===== src/rtl/ctrl_pkg.sv =====
// Shared types and constants for the pipeline control slice.
// Holds the hazard FSM state encoding, the x0 index and the default counter width.
package ctrl_pkg;

  typedef enum logic {
    RUN      = 1'b0,
    REDIRECT = 1'b1
  } state_t;

  localparam logic [4:0] X0        = 5'd0;
  localparam int         CNT_W_DEF = 16;

endpackage


===== src/rtl/load_use_detect.sv =====
// Load-use comparator: flags an ID source that needs the result of a load still in EX.
// Purely combinational, zero latency; no flow control of its own.
module load_use_detect
  import ctrl_pkg::*;
(
  input  logic       ex_mem_read,
  input  logic [4:0] ex_rd,
  input  logic [4:0] id_rs1,
  input  logic [4:0] id_rs2,
  input  logic       id_use_rs1,
  input  logic       id_use_rs2,
  output logic       lu
);

  logic rs1_hit;
  logic rs2_hit;

  assign rs1_hit = id_use_rs1 && (id_rs1 == ex_rd);
  assign rs2_hit = id_use_rs2 && (id_rs2 == ex_rd);

  // x0 is never really written, so a load targeting it cannot create a hazard
  assign lu = ex_mem_read && (ex_rd != X0) && (rs1_hit || rs2_hit);

endmodule


===== src/rtl/hazard_ctrl.sv =====
// Pipeline control: sequences EX redirects, load-use stalls and data-memory freezes.
// Controls are combinational from state/inputs; mem_busy freezes everything and holds state.
module hazard_ctrl
  import ctrl_pkg::*;
#(
  parameter int CNT_W = CNT_W_DEF
) (
  input  logic             clk,
  input  logic             reset,
  input  logic             ex_valid,
  input  logic             branch_taken,
  input  logic [31:0]      branch_target,
  input  logic             ex_mem_read,
  input  logic [4:0]       ex_rd,
  input  logic [4:0]       id_rs1,
  input  logic [4:0]       id_rs2,
  input  logic             id_use_rs1,
  input  logic             id_use_rs2,
  input  logic             mem_busy,
  output logic             pc_write,
  output logic             pc_sel,
  output logic [31:0]      redirect_pc,
  output logic             if_id_write,
  output logic             id_ex_write,
  output logic             ex_mem_write,
  output logic             if_id_flush,
  output logic             id_ex_flush,
  output logic             misalign_err,
  output logic [CNT_W-1:0] flush_count,
  output logic [CNT_W-1:0] stall_count
);

  localparam logic [CNT_W-1:0] CNT_ONE = {{(CNT_W-1){1'b0}}, 1'b1};
  localparam logic [CNT_W-1:0] CNT_MAX = {CNT_W{1'b1}};

  state_t state;
  logic   lu;
  logic   take;

  load_use_detect u_lu (
    .ex_mem_read (ex_mem_read),
    .ex_rd       (ex_rd),
    .id_rs1      (id_rs1),
    .id_rs2      (id_rs2),
    .id_use_rs1  (id_use_rs1),
    .id_use_rs2  (id_use_rs2),
    .lu          (lu)
  );

  // In REDIRECT, EX holds the bubble inserted last cycle, so its branch is ignored
  assign take = (state == RUN) && ex_valid && branch_taken;

  always_comb begin
    pc_write     = 1'b1;
    pc_sel       = 1'b0;
    if_id_write  = 1'b1;
    id_ex_write  = 1'b1;
    ex_mem_write = 1'b1;
    if_id_flush  = 1'b0;
    id_ex_flush  = 1'b0;
    if (reset) begin
      pc_write     = 1'b0;
      if_id_write  = 1'b0;
      id_ex_write  = 1'b0;
      ex_mem_write = 1'b0;
      if_id_flush  = 1'b1;
      id_ex_flush  = 1'b1;
    end else if (mem_busy) begin
      pc_write     = 1'b0;
      if_id_write  = 1'b0;
      id_ex_write  = 1'b0;
      ex_mem_write = 1'b0;
    end else if (state == REDIRECT) begin
      pc_sel      = 1'b1;
      if_id_flush = 1'b1;
    end else if (take) begin
      if_id_flush = 1'b1;
      id_ex_flush = 1'b1;
    end else if (lu) begin
      pc_write    = 1'b0;
      if_id_write = 1'b0;
      id_ex_flush = 1'b1;
    end
  end

  always_ff @(posedge clk) begin
    if (reset) begin
      state        <= RUN;
      redirect_pc  <= 32'd0;
      flush_count  <= '0;
      stall_count  <= '0;
      misalign_err <= 1'b0;
    end else if (mem_busy) begin
      if (stall_count != CNT_MAX) stall_count <= stall_count + CNT_ONE;
    end else if (state == REDIRECT) begin
      state <= RUN;
    end else if (take) begin
      state       <= REDIRECT;
      redirect_pc <= branch_target;
      if (flush_count != CNT_MAX) flush_count <= flush_count + CNT_ONE;
      if (branch_target[1:0] != 2'b00) misalign_err <= 1'b1;
    end else if (lu) begin
      if (stall_count != CNT_MAX) stall_count <= stall_count + CNT_ONE;
    end
  end

endmodule

===== config.mk =====
export PLATFORM = sky130hd
export DESIGN_NAME = hazard_ctrl
export DESIGN_NICKNAME = d
export VERILOG_FILES = /design/src/rtl/ctrl_pkg.sv /design/src/rtl/load_use_detect.sv /design/src/rtl/hazard_ctrl.sv
export SDC_FILE = /design/constraint.sdc
export NUM_CORES = 1
export LEC_CHECK = 0
export ABC_AREA = 1
export BUFFER_PORTS_ARGS = -buffer_cell sky130_fd_sc_hd__buf_2
export CAP_MARGIN = 20
export CORE_MARGIN = 4
export CORE_UTILIZATION = 51
export CTS_BUF_LIST = sky130_fd_sc_hd__clkbuf_4
export DETAILED_ROUTE_END_ITERATION = 8
export PLACE_DENSITY = 0.93
export RECOVER_POWER = 100
export SYNTH_ARGS = -nofsm -noshare
export SYNTH_HDL_FRONTEND = slang
export SYNTH_SLANG_ARGS = --single-unit

===== constraint.sdc =====
create_clock -name clk -period 1.9 [get_ports clk]
set_clock_uncertainty 0.2 [all_clocks]
set_input_delay 0.19 -clock clk [delete_from_list [all_inputs] [get_ports clk]]
set_output_delay 0.19 -clock clk [all_outputs]
set_load 0.1 [all_outputs]

==> results.sh <==
export IMPL_ant_nets=0
export IMPL_worstSkewPairLatency_ns=0.41
export IMPL_setup_ws_ns=-0.07558
export IMPL_placementRows=29
export IMPL_cts_root_buffer="clkbuf_4"
export IMPL_power_frac_seq_pct=45.1
export IMPL_cp_required_ns=1.51
export IMPL_synthDistinctLibCells=34
export IMPL_combPwrFrac_pct=26.0
export IMPL_powerDensity_nw_per_um2=644.4
export IMPL_wl_per_cell_um=14.63
export IMPL_rsz0062_at_grt="yes"
export IMPL_r2r_cells=9
export IMPL_ys_seq_elements=66
export IMPL_clkPwrFrac_pct=28.8
export IMPL_mostFrequentLayoutCells="nor2_1 (114), nand2_1 (102), buf_2 (88)"
export IMPL_hpwl_um=7381
export IMPL_hold_viol_final=0
export IMPL_antenna_found_initial=0
export IMPL_finalSetupViolations=3
export IMPL_tightest_slew_ns=0.5661
export IMPL_critical_path_arrival_ns=1.59
export IMPL_die_x_um=89.00
export IMPL_timing_worst_setup_path_type="register to output pin"
export IMPL_grt_ovfl_total=0
export IMPL_cp_max_fo=4
export IMPL_cts_buffers_inserted=9
export IMPL_die_area_sq_um=7920
export IMPL_yosysWarningCount=0
export IMPL_cts_buffer_depth=2
export IMPL_power_leakage_uw=0.002476
export IMPL_r2r_setup_slack_ns=0
export IMPL_io_pins=127
export IMPL_seq_area_frac_synth_pct=39.49
export IMPL_endpoint="pc_write"
export IMPL_fillers=428
export IMPL_final_layout_size_suffix_gt1_share_pct=35.31
export IMPL_power_uw=3194
export IMPL_peakVddDrop_uv=716.9
export IMPL_synth_top_cell_area_share_pct=39.49
export IMPL_yosys_area_top_type="dfxtp_1"
export IMPL_avgSynthCellArea_sq_um=6.573
export IMPL_syn_nets=566
export IMPL_startpoint="state"
export IMPL_portBuffers=126
export IMPL_period_share_pct=104.0
export IMPL_htree_num_levels=3
export IMPL_synth_edf_count=0
export IMPL_grt_pass1_vias=3907
export IMPL_drt_wl_total_um=11240
export IMPL_place_area_sq_um=4292
export IMPL_async_reset_ff_share_pct=0
export IMPL_drv_slew=0
export IMPL_diodes=0
export IMPL_reg2reg_from="flush_count[0]"
export IMPL_area_growth_pct=48.17
export IMPL_fin_area_sq_um=4957
export IMPL_violations="setup timing"
export IMPL_worstSetupStartpointType="register"
export IMPL_cts_tree="yes"
export IMPL_p_int_uw=2039
export IMPL_gp_congestion=0.9694
export IMPL_dieHeight_um=89.00
export IMPL_period_needed_ns=1.976
export IMPL_synth_area_leaders="dfxtp_1 (39%), nor2_1 (14%), nand2_1 (12%), o21ai_0 (6.4%), inv_1 (5.7%)"
export IMPL_hold_class="input pin to register"
export IMPL_vias=4113
export IMPL_syn_inst=509
export IMPL_core_sq_um=6350
export IMPL_finalNetCount=743
export IMPL_initial_core_util_pct=52.69
export IMPL_dr_first_iter_drc_count=276
export IMPL_cts_sinks=66
export IMPL_via_per_inst=5.355
export IMPL_final_common_cell="nor2_1"
export IMPL_max_slew_margin_rel_pct=62.42
export IMPL_grt_util_all_layers_pct=28.07
export IMPL_grt_max_degree=23
export IMPL_switching_share_pct=36.16
export IMPL_worst_r2r_endpoint="flush_count[4]"
export IMPL_status="finished with violations"
export IMPL_max_cap_violations=0
export IMPL_drtPass1Iterations=5
export IMPL_drc=0
export IMPL_cp_end_kind="output pin"
export IMPL_fmax_mhz=506.2
export IMPL_synth_flop_cell="dfxtp_1"
export IMPL_syn_area_sq_um=3346
export IMPL_clk_pin_slew_worst_paths_ns=0.13
export IMPL_grt_first_pass_wirelength_um=17360
export IMPL_power_switching_uw=1155
## synthesized netlist by cell type, drive strengths merged (5+ instances only)
cell type / n
inv: 55
clkbuf: 10
buf: 13
nand3: 22
nor3: 15
nand4: 17
nor2: 122
a21oi: 13
o21ai: 45
xor2: 5
nand2: 113
dfxtp: 66
## power by group through the flow
stage          clock, uW  sequential (uW)  combinational, uW
3_3_place_gp           0             1470                726
2_1_floorplan          0             1790                239
4_1_cts              930             1440                808
6_report             921             1440                832
3_5_place_dp           0             1470                743
5_1_grt              991             1450                872
## worst max-delay path, cell delays in order (launching register included)
cell,delay (ns)
dfxtp_2,0.35
nor2_2,0.08
inv_2,0.05
nor2_4,0.21
inv_6,0.05
a31oi_4,0.22
buf_12,0.21
## cell type report
type	count	area (sq um)	share of cell area, %
well taps	77	96.34	1.943
flip-flops and latches	66	1413	28.50
multi-input cells	365	1826	36.82
inverters	55	219.0	4.417
clock buffers	10	75.07	1.514
clock inverters	6	57.56	1.161
repair buffers	189	1271	25.64
## metrics by stage
stage,utilization [%],std cells,setup TNS (ns),setup slack (ns),hold slack (ns)
after floorplan,-,509,-0.8835,-0.4719,0.1249
final,78.07,768,-0.1690,-0.07558,0.04095
after global placement,67.59,706,0,0.1260,0.2112
after global routing,78.07,768,-0.7132,-0.1603,0.03390
after CTS,75.70,760,-0.2342,-0.08980,0.001353
after detailed placement,67.59,706,0,0.06436,0.2185
## logic make-up (layout without fill, tap and decap cells)
| family | Yosys count | after routing | share of synthesized area, % |
|---|---|---|---|
| adders and majority gates | 2 | 2 | 0.7478 |
| buffers and inverters | 78 | 260 | 10.10 |
| AOI/OAI and AO/OA | 62 | 62 | 9.574 |
| and+or+nand+nor | 295 | 295 | 38.52 |
| xor gates and xnor gates | 6 | 6 | 1.571 |
| DFF | 66 | 66 | 39.49 |
## what timing repair did
| item | 4_1_cts | 5_1_grt |
|---|---|---|
| endpoints found under the setup margin | 4 | 14 |
| hold buffers | 34 | 0 |
| setup buffers | 4 | 8 |
| hold endpoints to repair | 36 | 0 |
| resized for setup | 6 | 24 |
| pin swaps | 3 | 14 |
## worst min-delay path by stage
stage,startpoint,end,slack (ns),cells after the start
final,reset,flush_count[7],0.04,2
after global routing,reset,misalign_err,0.03,2
after CTS,reset,flush_count[7],0.001,2
after detailed placement,branch_target[21],redirect_pc[21],0.22,3
after global placement,branch_target[6],redirect_pc[6],0.21,3
after floorplan,branch_target[10],redirect_pc[10],0.12,2
## layer usage
metal / up-vias / part of all wire (%) / track usage [%]
met2: 206 / 51 / 50.40
met4: 0 / 5.3 / 16.64
li1: 1966 / - / -
met5: - / 0 / 0
met3: 62 / 6.9 / 5.899
met1: 1879 / 37 / 30.18
## state kept, by name, summed over array words and instances, names as in the netlist
name / flops
redirect_pc: 32
misalign_err: 1
flush_count: 16
stall_count: 16
state: 1
(Power assumes the default switching activity.)
